## src/rtl/tenhalf_pkg.sv

```systemverilog
// Shared types, deck constants and card value helper for the ten-and-a-half dealer.
package tenhalf_pkg;

    typedef enum logic [2:0] {
        ST_IDLE,
        ST_ISSUE,
        ST_WAIT,
        ST_CHECK,
        ST_DELIVER
    } deal_state_e;

    localparam int RANK_MAX  = 13;
    localparam int SUIT_CNT  = 4;
    localparam int DECK_SIZE = 52;

    localparam logic PLAYER_ID = 1'b0;
    localparam logic DEALER_ID = 1'b1;

    // Values are kept doubled so the face cards' half point stays an integer.
    function automatic logic [4:0] rank_to_val2(input logic [3:0] rank);
        if (rank >= 4'd11)
            return 5'd1;
        else
            return {rank, 1'b0};
    endfunction

endpackage

```

## src/rtl/tenhalf_rank_tracker.sv

```systemverilog
// Per-rank and total dealt-card counters; only built when DEAL_DUP_FILTER_EN is defined.
`ifdef DEAL_DUP_FILTER_EN
module tenhalf_rank_tracker
    import tenhalf_pkg::*;
(
    input  logic       clk,
    input  logic       rst_n,
    input  logic       inc,
    input  logic [3:0] rank,
    input  logic       clr,
    output logic       rank_full,
    output logic       deck_empty
);

    // Indexed directly by the 4-bit rank; entries 0, 14 and 15 are never incremented.
    logic [2:0] rank_cnt [16];
    logic [5:0] dealt_cnt;

    always_ff @(posedge clk or negedge rst_n) begin
        if (!rst_n) begin
            for (int i = 0; i < 16; i++)
                rank_cnt[i] <= '0;
            dealt_cnt <= '0;
        end else if (clr) begin
            for (int i = 0; i < 16; i++)
                rank_cnt[i] <= '0;
            dealt_cnt <= '0;
        end else if (inc) begin
            if (rank_cnt[rank] < 3'(SUIT_CNT))
                rank_cnt[rank] <= rank_cnt[rank] + 3'd1;
            if (dealt_cnt < 6'(DECK_SIZE))
                dealt_cnt <= dealt_cnt + 6'd1;
        end
    end

    assign rank_full  = (rank_cnt[rank] == 3'(SUIT_CNT));
    assign deck_empty = (dealt_cnt == 6'(DECK_SIZE));

endmodule
`endif

```

## src/rtl/tenhalf_deal_arbiter.sv

```systemverilog
// Round-robin arbiter sharing the card LUT between player and dealer, with redraw on bad ranks.
// Optional duplicate-rank filtering and deck exhaustion check under DEAL_DUP_FILTER_EN.
module tenhalf_deal_arbiter
    import tenhalf_pkg::*;
#(
    parameter int LUT_LAT    = 2,
    parameter int MAX_REDRAW = 8
) (
    input  logic       clk,
    input  logic       rst_n,
    input  logic [1:0] req,
    input  logic       deck_clr,
    input  logic [3:0] lut_number,
    output logic       lut_pip,
    output logic [1:0] gnt,
    output logic       card_vld,
    output logic       card_id,
    output logic [3:0] card_rank,
    output logic [4:0] card_val2,
    output logic       busy,
    output logic       err
);

    deal_state_e state;
    logic        winner;
    logic        last_id;
    logic        next_winner;
    logic [3:0]  lat_cnt;
    logic [3:0]  rank_q;
    logic [7:0]  redraw_cnt;
    logic        rank_ok;
    logic        rank_full;
    logic        deck_empty;

`ifdef DEAL_DUP_FILTER_EN
    tenhalf_rank_tracker u_tracker (
        .clk        (clk),
        .rst_n      (rst_n),
        .inc        (state == ST_DELIVER),
        .rank       (rank_q),
        .clr        (deck_clr),
        .rank_full  (rank_full),
        .deck_empty (deck_empty)
    );
`else
    assign rank_full  = 1'b0;
    assign deck_empty = 1'b0;
`endif

    // On a tie the side not served last wins.
    assign next_winner = (req == 2'b11) ? ~last_id : req[1];
    assign rank_ok     = (rank_q != 4'd0) && (rank_q <= 4'(RANK_MAX)) && !rank_full;

    always_ff @(posedge clk or negedge rst_n) begin
        if (!rst_n) begin
            state      <= ST_IDLE;
            winner     <= PLAYER_ID;
            last_id    <= DEALER_ID;
            lat_cnt    <= '0;
            rank_q     <= '0;
            redraw_cnt <= '0;
            lut_pip    <= 1'b0;
            gnt        <= '0;
            card_vld   <= 1'b0;
            card_id    <= 1'b0;
            card_rank  <= '0;
            card_val2  <= '0;
            busy       <= 1'b0;
            err        <= 1'b0;
        end else if (deck_clr) begin
            state      <= ST_IDLE;
            last_id    <= DEALER_ID;
            redraw_cnt <= '0;
            lut_pip    <= 1'b0;
            gnt        <= '0;
            card_vld   <= 1'b0;
            busy       <= 1'b0;
            err        <= 1'b0;
        end else begin
            lut_pip  <= 1'b0;
            gnt      <= '0;
            card_vld <= 1'b0;
            case (state)
                ST_IDLE: begin
                    if (req != 2'b00 && !err) begin
                        if (deck_empty) begin
                            err <= 1'b1;
                        end else begin
                            winner  <= next_winner;
                            gnt     <= next_winner ? 2'b10 : 2'b01;
                            lut_pip <= 1'b1;
                            busy    <= 1'b1;
                            state   <= ST_ISSUE;
                        end
                    end
                end
                ST_ISSUE: begin
                    lat_cnt <= 4'(LUT_LAT);
                    state   <= ST_WAIT;
                end
                ST_WAIT: begin
                    lat_cnt <= lat_cnt - 4'd1;
                    if (lat_cnt == 4'd1) begin
                        rank_q <= lut_number;
                        state  <= ST_CHECK;
                    end
                end
                ST_CHECK: begin
                    if (rank_ok) begin
                        card_vld  <= 1'b1;
                        card_id   <= winner;
                        card_rank <= rank_q;
                        card_val2 <= rank_to_val2(rank_q);
                        state     <= ST_DELIVER;
                    end else if (redraw_cnt == 8'(MAX_REDRAW - 1)) begin
                        redraw_cnt <= redraw_cnt + 8'd1;
                        err        <= 1'b1;
                        busy       <= 1'b0;
                        state      <= ST_IDLE;
                    end else begin
                        // Redraws pulse the LUT again but never re-grant.
                        redraw_cnt <= redraw_cnt + 8'd1;
                        lut_pip    <= 1'b1;
                        state      <= ST_ISSUE;
                    end
                end
                ST_DELIVER: begin
                    redraw_cnt <= '0;
                    last_id    <= winner;
                    busy       <= 1'b0;
                    state      <= ST_IDLE;
                end
                default: begin
                    busy  <= 1'b0;
                    state <= ST_IDLE;
                end
            endcase
        end
    end

endmodule

```

## config.mk

```make
export PLATFORM = sky130hd
export DESIGN_NAME = tenhalf_deal_arbiter
export DESIGN_NICKNAME = d
export VERILOG_FILES = /design/src/rtl/tenhalf_pkg.sv /design/src/rtl/tenhalf_rank_tracker.sv /design/src/rtl/tenhalf_deal_arbiter.sv
export SDC_FILE = /design/constraint.sdc
export NUM_CORES = 1
export LEC_CHECK = 0
export BUFFER_PORTS_ARGS = -buffer_cell sky130_fd_sc_hd__buf_2
export CORE_MARGIN = 1
export CORE_UTILIZATION = 54
export CTS_BUF_LIST = sky130_fd_sc_hd__clkbuf_2 sky130_fd_sc_hd__clkbuf_4 sky130_fd_sc_hd__clkbuf_8
export DETAILED_ROUTE_END_ITERATION = 12
export PLACE_DENSITY_LB_ADDON = 0.08
export SLEW_MARGIN = 20
export SYNTH_ARGS = -nofsm -noshare
export SYNTH_HDL_FRONTEND = slang
export SYNTH_HIERARCHICAL = 1
export SYNTH_SLANG_ARGS = --single-unit
```

## constraint.sdc

```tcl
create_clock -name clk -period 4.97 [get_ports clk]
set_input_delay 0.7455 -clock clk [delete_from_list [all_inputs] [get_ports clk]]
set_output_delay 0.7455 -clock clk [all_outputs]
set_load 0.01 [all_outputs]
```

==> summary.md, run 1 <==
| Metric | Value |
|---|---|
| Cell-internal power | between 0.0005 and 0.0006 W |
| Peak VDD IR | 0.000224 V |
| CTS resizes | 0 |
| Vias in the first global route | ~1300 |
| Clock transition at path regs | 0.11 ns |
| Share of layout cells above drive strength 1 | 0.255 |
| Clock Latency Late Sink | ~0.34 ns |
| Top cell type's share of synthesized area | 0.514 |
| Pwr dens | between 400 and 500 mW/mm^2 |
| Mapped Area | about 0.0018 sq mm |
| Fin. Hold Viols | 0 |
| Setup ws final | 2.80 ns |
| Final worst path period need | 2.17 ns |
| Antenna cells | 0 |
| Net Sw Frac | 0.368 |
| Antenna violations before repair | 0 |
| Starting DRT DRC Count | between 60 and 70 |
| Post-synth EDFFs | 0 |
| GRT Resource Usage Total | 0.231 |
| I/O Buffers | 24 |
| Area growth syn-to-layout | 10.6% |
| DP Worst Slack | about 2.7 ns |
| Initial Util | 0.570 |
| Vias per cell | around 5.5 |
| Final hold slack | 0.488 ns |
| Max Cap Violations | 0 |
| Reg power frac | 0.529 |
| Max Clk Rate | 460 MHz |
| Slew Viols, Final | 0 |
| Clk root buf | clkbuf_4 |
| Setup TNS Final | 0 ns |
| Crit path max fanout | 18 |
| Setup Buffers After CTS | 0 |
| Syn. warnings | 6 |
| Fin area | 0.00194 sq mm |
| Largest net degree at the start of global routing | 38 |
| First-pass GRT wire length | a little under 6000 um |
| Routability cong. | about 0.81 |
| Routed WL | between 3000 and 4000 um |
| Synth top cells by count | dfrtp_1 (36), nand2_1 (19), nor2_1 (16) |
| TritonCTS Buffers | 5 |
| Final ANT Viol Nets | 0 |
| Post-layout util | 0.630 |
| Finish-stage setup viols | 0 |
| Worst EP required | 5.20 ns |
| Clock power share | 0.177 |
| # hold bufs at CTS | 0 |
| Num rows | 20 |
| Core ar. | between 0.003 and 0.004 sq mm |
| Critical Path AT | approximately 2.4 ns |
| CP Capture Type | flip-flop |
| Worst-Margin Slew | just over 0.8 ns |
| Worst min path class | in2async |
| DRC violations left | 0 |
| Clk_skew | ~0.0059 ns |
| DP HPWL | 2500 um |
| Netlist cell types | 40 |
| TritonCTS clock tree | yes |
| Seq/Total Area, Yosys | 0.529 |
| Synth Area per Inst | ~10 sq um |
| Grt ovf | 0 |
| Die width | roughly 60 um |
| H-tree levels | 2 |
| Critical path type | reg2reg |
| Leakage | just over 0.9 nW |
| Wirelength per Cell | 14.4 um |
| DR vias | between 1000 and 1500 |
| Ys flop type | dfrtp_1 |
| Nets | roughly 200 |
| First-pass DRT Iterations | 4 |
| Synth top area cells | dfrtp_1 (51%), mux2_2 (6.4%), nand2_1 (4.1%) |
| Clock Tree Buf Depth | 2 |
| Fin crit share | 0.438 |
| Mapped Cells | 168 |
| I/O Pins | 25 |
| #FFs+latches synth | 37 |
| Die Span Y | ~59 um |
| Logic gate share of total power | 0.294 |
| Dominant cell by count in the synthesized netlist | dfrtp_1 |
| Clock tree sinks | 37 |
| Startpoint types | flip-flop |
| Synth Net Count | 180 |
| DP Area | 0.00188 sq mm |
| NetSw | roughly 0.00032 W |
| Area leader, netlist | dfrtp_1 |
| Rel. slew slack | 0.459 |
| Outcome | finished, final reports clean |
| Async set-reset flop share out of synthesis | 1.00 |
| Area of the die | between 0.003 and 0.004 sq mm |
| RSZ-0062 raised after global routing | false |
state kept, by name, indices dropped and copies added (netlist names), 2 cells and up:
register / flops
card_rank: 4
redraw_cnt: 8
lat_cnt: 4
gnt: 2
state: 3
rank_q: 4
card_val2: 5
placed cells by master, fill, tap and decap left out, drive strengths merged, types with 3 or more instances in the layout:
master,n
nand2b,3
inv,5
clkbuf,6
xnor2,6
or3,3
nand2,19
ha,3
o21ai,13
buf,24
a211oi,4
dfrtp,36
mux2,10
nor3,4
nor2,16
a21oi,8
area by class of cell:
cell class	count	area, sq um
clock inverter	2	10.0
clock buffer	6	45.0
fill	266	1140
sequential	37	927
inverter	5	18.8
multi-input combinational	118	762
tap	44	55.1
timing repair buffer	24	120
worst paths after layout:
check,cells past startpoint,slack [ns],endpoint,from
worst max-delay path,3,2.80,card_rank[2],state[0]
worst min-delay path,1,0.49,lat_cnt[3],rst_n
worst max register to register,3,2.80,card_rank[2],state[0]
worst min register to register,2,0.49,card_val2[3],card_val2[3]
max in group asynchronous,1,3.98,card_rank[1],rst_n
min in group clk,2,0.49,card_val2[3],card_val2[3]
power groups by stage:
| stage | combinational [W] | sequential, W | clock, W |
|---|---|---|---|
| global route | 0.000290 | 0.000473 | 0.000173 |
| CTS | 0.000260 | 0.000459 | 0.000162 |
| finish | 0.000256 | 0.000460 | 0.000154 |
| detailed placement | 0.000259 | 0.000466 | 0 |
| global placement | 0.000250 | 0.000459 | 0 |
| floorplan | 0.000223 | 0.000435 | 0 |
worst max-delay path: stages, from the launching register on:
cell	delay, ns
dfrtp_1	0.73
and2_1	0.26
nand4_1	0.56
mux2_2	0.50
per-stage QoR:
stage | std cells | power [W]
after floorplan | 168 | 0.000658
after CTS | 236 | 0.000881
after global routing | 236 | 0.000936
after global placement | 228 | 0.000709
final | 236 | 0.000870
after detailed placement | 228 | 0.000725
metal layers:
| layer | wire length (um) | vias up | part of all wire | track usage |
|---|---|---|---|---|
| li1 | - | 637 | - | - |
| met1 | 1460 | 629 | 0.43 | 0.272 |
| met2 | 1750 | 26 | 0.52 | 0.396 |
| met3 | 123 | 8 | 0.036 | 0.0721 |
| met4 | 62 | 0 | 0.018 | 0.0884 |
| met5 | 0 | - | 0 | 0 |
cell families (layout without fill, tap and decap cells):
logic type	after synthesis	in the layout	synth area share
simple gates	62	62	0.178
flops	37	37	0.529
compound gates	36	36	0.135
buf+inv	13	37	0.0364
mux	11	11	0.0700
xor+xnor	6	6	0.0300
fa+ha+maj	3	3	0.0214
Note: power is estimated with default switching activity, not from simulation.
==> run 2: changes to the inputs <==
- clock period: 4.97 -> 2.1 ns (I/O delays scaled with it)
==> run 2 against run 1 <==
Register-to-register slack got worse by 2.6 ns. Flip-flop and latch count unchanged. Sequential share of layout area decreased by 0.91 points. Clock skew increased by 0.0036 ns. Worst hold slack got worse by 0.44 ns. Critical path depth increased by 1. Sequential power increased by 120%. Global-route usage decreased by 0.48 points. Maximum frequency increased by 14%. Cell count increased by 2.1%. Combinational power increased to 2.8 times the previous value. Highest routed layer unchanged.
==> summary.md, run 2 (same netlist as run 1, synthesis figures left out) <==
| Metric | Value |
|---|---|
| Pwr Total | 0.00211 W (was 0.000870 W) |
| Finish-stage setup viols | 0 (unchanged) |
| R2R setup slack | 0.19 ns (was 2.80 ns) |
| CP Capture Type | flip-flop (unchanged) |
| Fin crit share | 0.908 (was 0.438) |
| First-pass DRT Iterations | 4 (unchanged) |
| CTS resizes | 0 (unchanged) |
| Met3 GRT Util | 0.0655 (was 0.0721) |
| Fillers | 267 (was 266) |
| Outcome | finished, final reports clean (unchanged) |
| GR Util met2 | 0.385 (was 0.396) |
| Crit path max fanout | 8 (was 18) |
| CP Cell Sequence | or4_4 -> a211o_1 -> or3_1 -> a21oi_1 (was and2_1 -> nand4_1 -> mux2_2) |
| Nets | 208 (was 203) |
| Gr busiest metal | met2 (unchanged) |
| Commonest non-fill, non-tap cell in the layout | dfrtp_1 (unchanged) |
| I/O Buffers | 24 (unchanged) |
| Slowest CP cell | or4_4 (was dfrtp_1) |
| Critical Path AT | 2.18 ns (was 2.40 ns) |
| Num rows | 20 (unchanged) |
| Setup Buffers After CTS | 0 (unchanged) |
| First-pass GRT wire length | 5750 um (was 5860 um) |
| CP peak stage delay | 0.57 ns (was 0.73 ns) |
| Largest net degree at the start of global routing | 38 (unchanged) |
| DRC violations left | 0 (unchanged) |
| TritonCTS Buffers | 5 (unchanged) |
| Antenna violations before repair | 0 (unchanged) |
| Fin. Hold Viols | 0 (unchanged) |
| Routability cong. | 0.833 (was 0.810) |
| Max Cap Violations | 0 (unchanged) |
| Clock Latency Late Sink | 0.34 ns (about the same) |
| I/O Pins | 25 (unchanged) |
| Die Span Y | 59.0 um (unchanged) |
| Area of the die | 0.00348 sq mm (unchanged) |
| Rel. slew slack | 0.464 (was 0.459) |
| Largest register FFs | 8 (unchanged) |
| Antenna cells | 0 (unchanged) |
| DP HPWL | 2440 um (was 2500 um) |
| Slew Viols, Final | 0 (unchanged) |
| GRT Resource Usage Total | 0.227 (was 0.231) |
| Initial Util | 0.570 (unchanged) |
| Area growth syn-to-layout | 12.7% (was 10.6%) |
| Final ANT Viol Nets | 0 (unchanged) |
| Critical path type | reg2reg (unchanged) |
| Routed WL | 3270 um (was 3390 um) |
| Reg area | 927 sq um (unchanged) |
| RSZ-0062 raised after global routing | false (unchanged) |
| Leakage | 0.940 nW (was 0.915 nW) |
| Final worst path period need | 1.91 ns (was 2.17 ns) |
| Clock tree sinks | 37 (unchanged) |
| Wirelength per Cell | 13.6 um (was 14.4 um) |
| Clk root buf | clkbuf_4 (unchanged) |
| Pwr dens | 1070 mW/mm^2 (was 449 mW/mm^2) |
| Met1 GRT Util | 0.268 (was 0.272) |
| Max Clk Rate | 524 MHz (was 460 MHz) |
| Startpoint types | flip-flop (unchanged) |
| TritonCTS clock tree | yes (unchanged) |
| Vias in the first global route | 1261 (was 1291) |
| Clock Tree Buf Depth | 2 (unchanged) |
| H-tree levels | 2 (unchanged) |
| Starting DRT DRC Count | 45 (was 64) |
| Peak VDD IR | 0.000550 V (was 0.000224 V) |
| Most frequent cells in the layout | dfrtp_1 (36), buf_2 (24), nand2_1 (19), nor2_1 (16), o21ai_0 (13) (unchanged) |
| Worst-Margin Slew | 0.804 ns (was 0.811 ns) |
| Multi-input gate area | 762 sq um (unchanged) |
| Top reg by flops | redraw_cnt (unchanged) |
| Worst min path class | in2async (unchanged) |
| # hold bufs at CTS | 0 (unchanged) |
| Worst EP required | 2.37 ns (was 5.20 ns) |
| Core ar. | 0.00308 sq mm (unchanged) |
| Clk_skew | 0.00941 ns (was 0.00585 ns) |
| Setup TNS Final | 0 ns (unchanged) |
| Vias per cell | 5.44 (was 5.51) |
| Largest registers | redraw_cnt (8), card_val2 (5) (unchanged) |
| Clock transition at path regs | 0.11 ns (about the same) |
| DR vias | 1311 (was 1300) |
| Grt ovf | 0 (unchanged) |
| Share of layout cells above drive strength 1 | 0.274 (was 0.255) |
| Die width | 59.0 um (unchanged) |
run 2: path summary, 6_finish.rpt:
path	from	endpoint	cells after the start
max	rank_q[0]	redraw_cnt[6]	4
min	rst_n	lut_pip	1
max reg2reg	rank_q[0]	redraw_cnt[6]	4
min reg2reg	card_val2[4]	card_val2[4]	2
max in group asynchronous	rst_n	rank_q[0]	1
min in group clk	lut_number[1]	rank_q[1]	2
run 2: routing by layer:
| layer | wire [um] | part of all wire |
|---|---|---|
| met1 | 1430 | 0.44 |
| met2 | 1660 | 0.51 |
| met3 | 119 | 0.036 |
| met4 | 62 | 0.019 |
| met5 | 0 | 0 |
run 2: area by class of cell:
| type | count | share of cell area |
|---|---|---|
| repair buffers | 29 | 0.0798 |
| multi-input cells | 118 | 0.386 |
| clock buffers | 6 | 0.0228 |
| well taps | 44 | 0.0279 |
| inverters | 5 | 0.00950 |
| flip-flops and latches | 37 | 0.469 |
| clock inverters | 2 | 0.00507 |
run 2: metrics by stage:
| stage | util | hold WS [ns] | setup slack [ns] | cell area (sq um) | std cells |
|---|---|---|---|---|---|
| final | 0.642 | 0.0465 | 0.193 | 1980 | 241 |
| after global routing | 0.642 | 0.0894 | 0.0913 | 1980 | 241 |
| after CTS | 0.642 | 0.0593 | 0.192 | 1980 | 241 |
| after detailed placement | 0.624 | 0.452 | 0.218 | 1920 | 233 |
| after global placement | 0.624 | 0.441 | 0.262 | 1920 | 233 |
| after floorplan | - | 0.0194 | 0.122 | 1750 | 168 |
run 2: power by group:
| group | internal [W] | leakage (nW) | total (W) | switching [W] |
|---|---|---|---|---|
| clock network | 0.000140 | 0.0354 | 0.000372 | 0.000232 |
| registers | 0.000873 | 0.495 | 0.00102 | 0.000150 |
| logic | 0.000332 | 0.410 | 0.000716 | 0.000384 |
run 2: worst max-delay path: cells and delay by family (launching register included):
kind	cells	cell delay, ns
DFF	1	0.45
and+or+nand+nor	2	0.91
AOI/OAI and AO/OA	2	0.48
==> run 3: changes to the inputs <==
- clock period: 2.1 -> 1.9 ns (I/O delays scaled with it)
==> run 3 against run 2 <==
Power grew 19%. Maximum frequency grew 5.0%. Routed wire length increased by 7.1%. Clock-buffer cell count unchanged. Core utilization grew 1.5 points. Sequential power up 9.8%. Via count increased by 5.1%. Clock power is 46% higher. Critical path type unchanged. Highest routed layer unchanged.
==> summary.md, run 3 (same netlist as run 1, synthesis figures left out) <==
| Metric | Value |
|---|---|
| Area growth syn-to-layout | 15.4% (was 12.7%) |
| Crit path max fanout | 8 (unchanged) |
| Clock Latency Late Sink | 0.34 ns (about the same) |
| R2R Path Start | rank_q[0] (unchanged) |
| Pwr dens | 1240 mW/mm^2 (was 1070 mW/mm^2) |
| Die Span Y | 59.0 um (unchanged) |
| Routability cong. | 0.954 (was 0.833) |
| Commonest non-fill, non-tap cell in the layout | dfrtp_1 (unchanged) |
| Worst-Margin Slew | 0.796 ns (was 0.804 ns) |
| Antenna cells | 0 (unchanged) |
| Die width | 59.0 um (unchanged) |
| Peak VDD IR | 0.000727 V (was 0.000550 V) |
| Rel. slew slack | 0.470 (was 0.464) |
| # hold bufs at CTS | 0 (unchanged) |
| Setup Buffers After CTS | 0 (unchanged) |
| Final ANT Viol Nets | 0 (unchanged) |
| TritonCTS Buffers | 5 (unchanged) |
| Antenna violations before repair | 0 (unchanged) |
| Most frequent cells in the layout | dfrtp_1 (36), buf_2 (24), nand2_1 (19), nor2_1 (16), o21ai_0 (13) (unchanged) |
| Fin. Hold Viols | 0 (unchanged) |
| Core ar. | 0.00308 sq mm (unchanged) |
| Setup TNS Final | 0 ns (unchanged) |
| Setup ws final | 0.0836 ns (was 0.193 ns) |
| Outcome | finished, final reports clean (unchanged) |
| DP Area | 0.00194 sq mm (was 0.00192 sq mm) |
| Nets | 211 (was 208) |
| Routed WL | 3510 um (was 3270 um) |
| Max Clk Rate | 551 MHz (was 524 MHz) |
| TritonCTS clock tree | yes (unchanged) |
| Worst min path class | in2async (unchanged) |
| Top reg by flops | redraw_cnt (unchanged) |
| I/O Buffers | 24 (unchanged) |
| Slowest CP cell | or4_4 (unchanged) |
| CP peak stage delay | 0.57 ns (about the same) |
| DRC violations left | 0 (unchanged) |
| Clk_skew | 0.0156 ns (was 0.00941 ns) |
| RSZ-0062 raised after global routing | true (was false) |
| I/O Pins | 25 (unchanged) |
| Largest registers | redraw_cnt (8), card_val2 (5) (unchanged) |
| Share of layout cells above drive strength 1 | 0.285 (was 0.274) |
| Largest register FFs | 8 (unchanged) |
| Critical Path AT | 2.08 ns (was 2.18 ns) |
| R2R setup slack | 0.08 ns (was 0.19 ns) |
| Clock Tree Buf Depth | 2 (unchanged) |
| Fin area | 0.00202 sq mm (was 0.00198 sq mm) |
| CP Buf/Inv Count | 0 (unchanged) |
| First-pass GRT wire length | 5640 um (was 5750 um) |
| Leakage | 0.964 nW (was 0.940 nW) |
| Wirelength per Cell | 14.4 um (was 13.6 um) |
| Clk root buf | clkbuf_4 (unchanged) |
| Vias in the first global route | 1237 (was 1261) |
| Slew Viols, Final | 0 (unchanged) |
| Max Cap Violations | 0 (unchanged) |
| CP Cell Sequence | or4_4 -> a211o_1 -> or3_1 -> a21oi_1 (unchanged) |
| DP Worst Slack | 0.0953 ns (was 0.218 ns) |
| Finish-stage setup viols | 0 (unchanged) |
| Largest net degree at the start of global routing | 38 (unchanged) |
| Fin crit share | 0.956 (was 0.908) |
| DP HPWL | 2540 um (was 2440 um) |
| Critical path type | reg2reg (unchanged) |
| CP Depth | 4 (unchanged) |
| Fillers | 254 (was 267) |
| CP endpoint | redraw_cnt[6] (unchanged) |
| GRT Resource Usage Total | 0.224 (was 0.227) |
| Delay-heaviest family, CP | simple AND/OR/NAND/NOR gates (unchanged) |
| Num rows | 20 (unchanged) |
| Grt ovf | 0 (unchanged) |
| R2R cell count | 4 (unchanged) |
| Area of the die | 0.00348 sq mm (unchanged) |
| Starting DRT DRC Count | 67 (was 45) |
| Clock tree sinks | 37 (unchanged) |
| First-pass DRT Iterations | 4 (unchanged) |
| Vias per cell | 5.65 (was 5.44) |
| Worst Setup SP | rank_q[0] (unchanged) |
| Initial Util | 0.570 (unchanged) |
| CP Capture Type | flip-flop (unchanged) |
| Worst EP required | 2.17 ns (was 2.37 ns) |
| RR Endpoint | redraw_cnt[6] (unchanged) |
| DR vias | 1378 (was 1311) |
| Startpoint types | flip-flop (unchanged) |
| Final worst path period need | 1.82 ns (was 1.91 ns) |
| H-tree levels | 2 (unchanged) |
| Clock transition at path regs | 0.11 ns (about the same) |
| Post-layout util | 0.657 (was 0.642) |
[run 3: cell types whose count changed in the layout (fill, tap and decap cells not counted)]
cell       before  now
buf_4           5    8
bufinv_16       0    1
clkinv_2        2    1
[run 3: how the worst min path moves through the flow]
stage / endpoint / slack, ns / cells past startpoint
floorplan: busy / -0.01 / 0
global placement: err / 0.41 / 1
detailed placement: redraw_cnt[0] / 0.42 / 1
CTS: redraw_cnt[1] / 0.04 / 1
global route: redraw_cnt[1] / 0.07 / 1
finish: redraw_cnt[2] / 0.02 / 1
[run 3: per-layer routing]
metal / vias up / part of all wire / wire length, um / global-route usage
li1: 654 / - / - / -
met1: 676 / 0.44 / 1550 / 0.291
met2: 42 / 0.50 / 1740 / 0.357
met3: 6 / 0.047 / 166 / 0.0633
met4: 0 / 0.013 / 46 / 0.0884
met5: - / 0 / 0 / 0
[run 3: area by class of cell]
class	count	area, sq um	share of cell area
Clock buffer	6	45.0	0.0223
Clock inverter	2	35.0	0.0173
Timing Repair Buffer	32	180	0.0891
Tap cell	44	55.1	0.0272
Inverter	5	18.8	0.00928
Multi-Input combinational cell	118	762	0.377
Sequential cell	37	927	0.458
[run 3: timing repair]
action / in CTS / in global routing
endpoints found under the setup margin: 0 / 1
hold endpoints to repair: 0 / 0
resized for setup: 0 / 0
[run 3: worst register-to-register path: cells and delay by family (launching register included)]
kind,cells,cell delay [ns]
AND/OR/NAND/NOR,2,0.88
flip-flops,1,0.45
AO/OA/AOI/OAI,2,0.43
[run 3: report_power, final]
part           internal (W)  switching (W)
Combinational      0.000390       0.000451
Clock              0.000290       0.000253
Sequential         0.000966       0.000154
[run 3: per-stage QoR]
stage | cells | hold slack (ns) | total power, W
2_1_floorplan | 168 | -0.0106 | 0.00172
3_3_place_gp | 236 | 0.406 | 0.00194
3_5_place_dp | 236 | 0.418 | 0.00198
4_1_cts | 244 | 0.0407 | 0.00252
5_1_grt | 244 | 0.0695 | 0.00266
6_report | 244 | 0.0231 | 0.00250
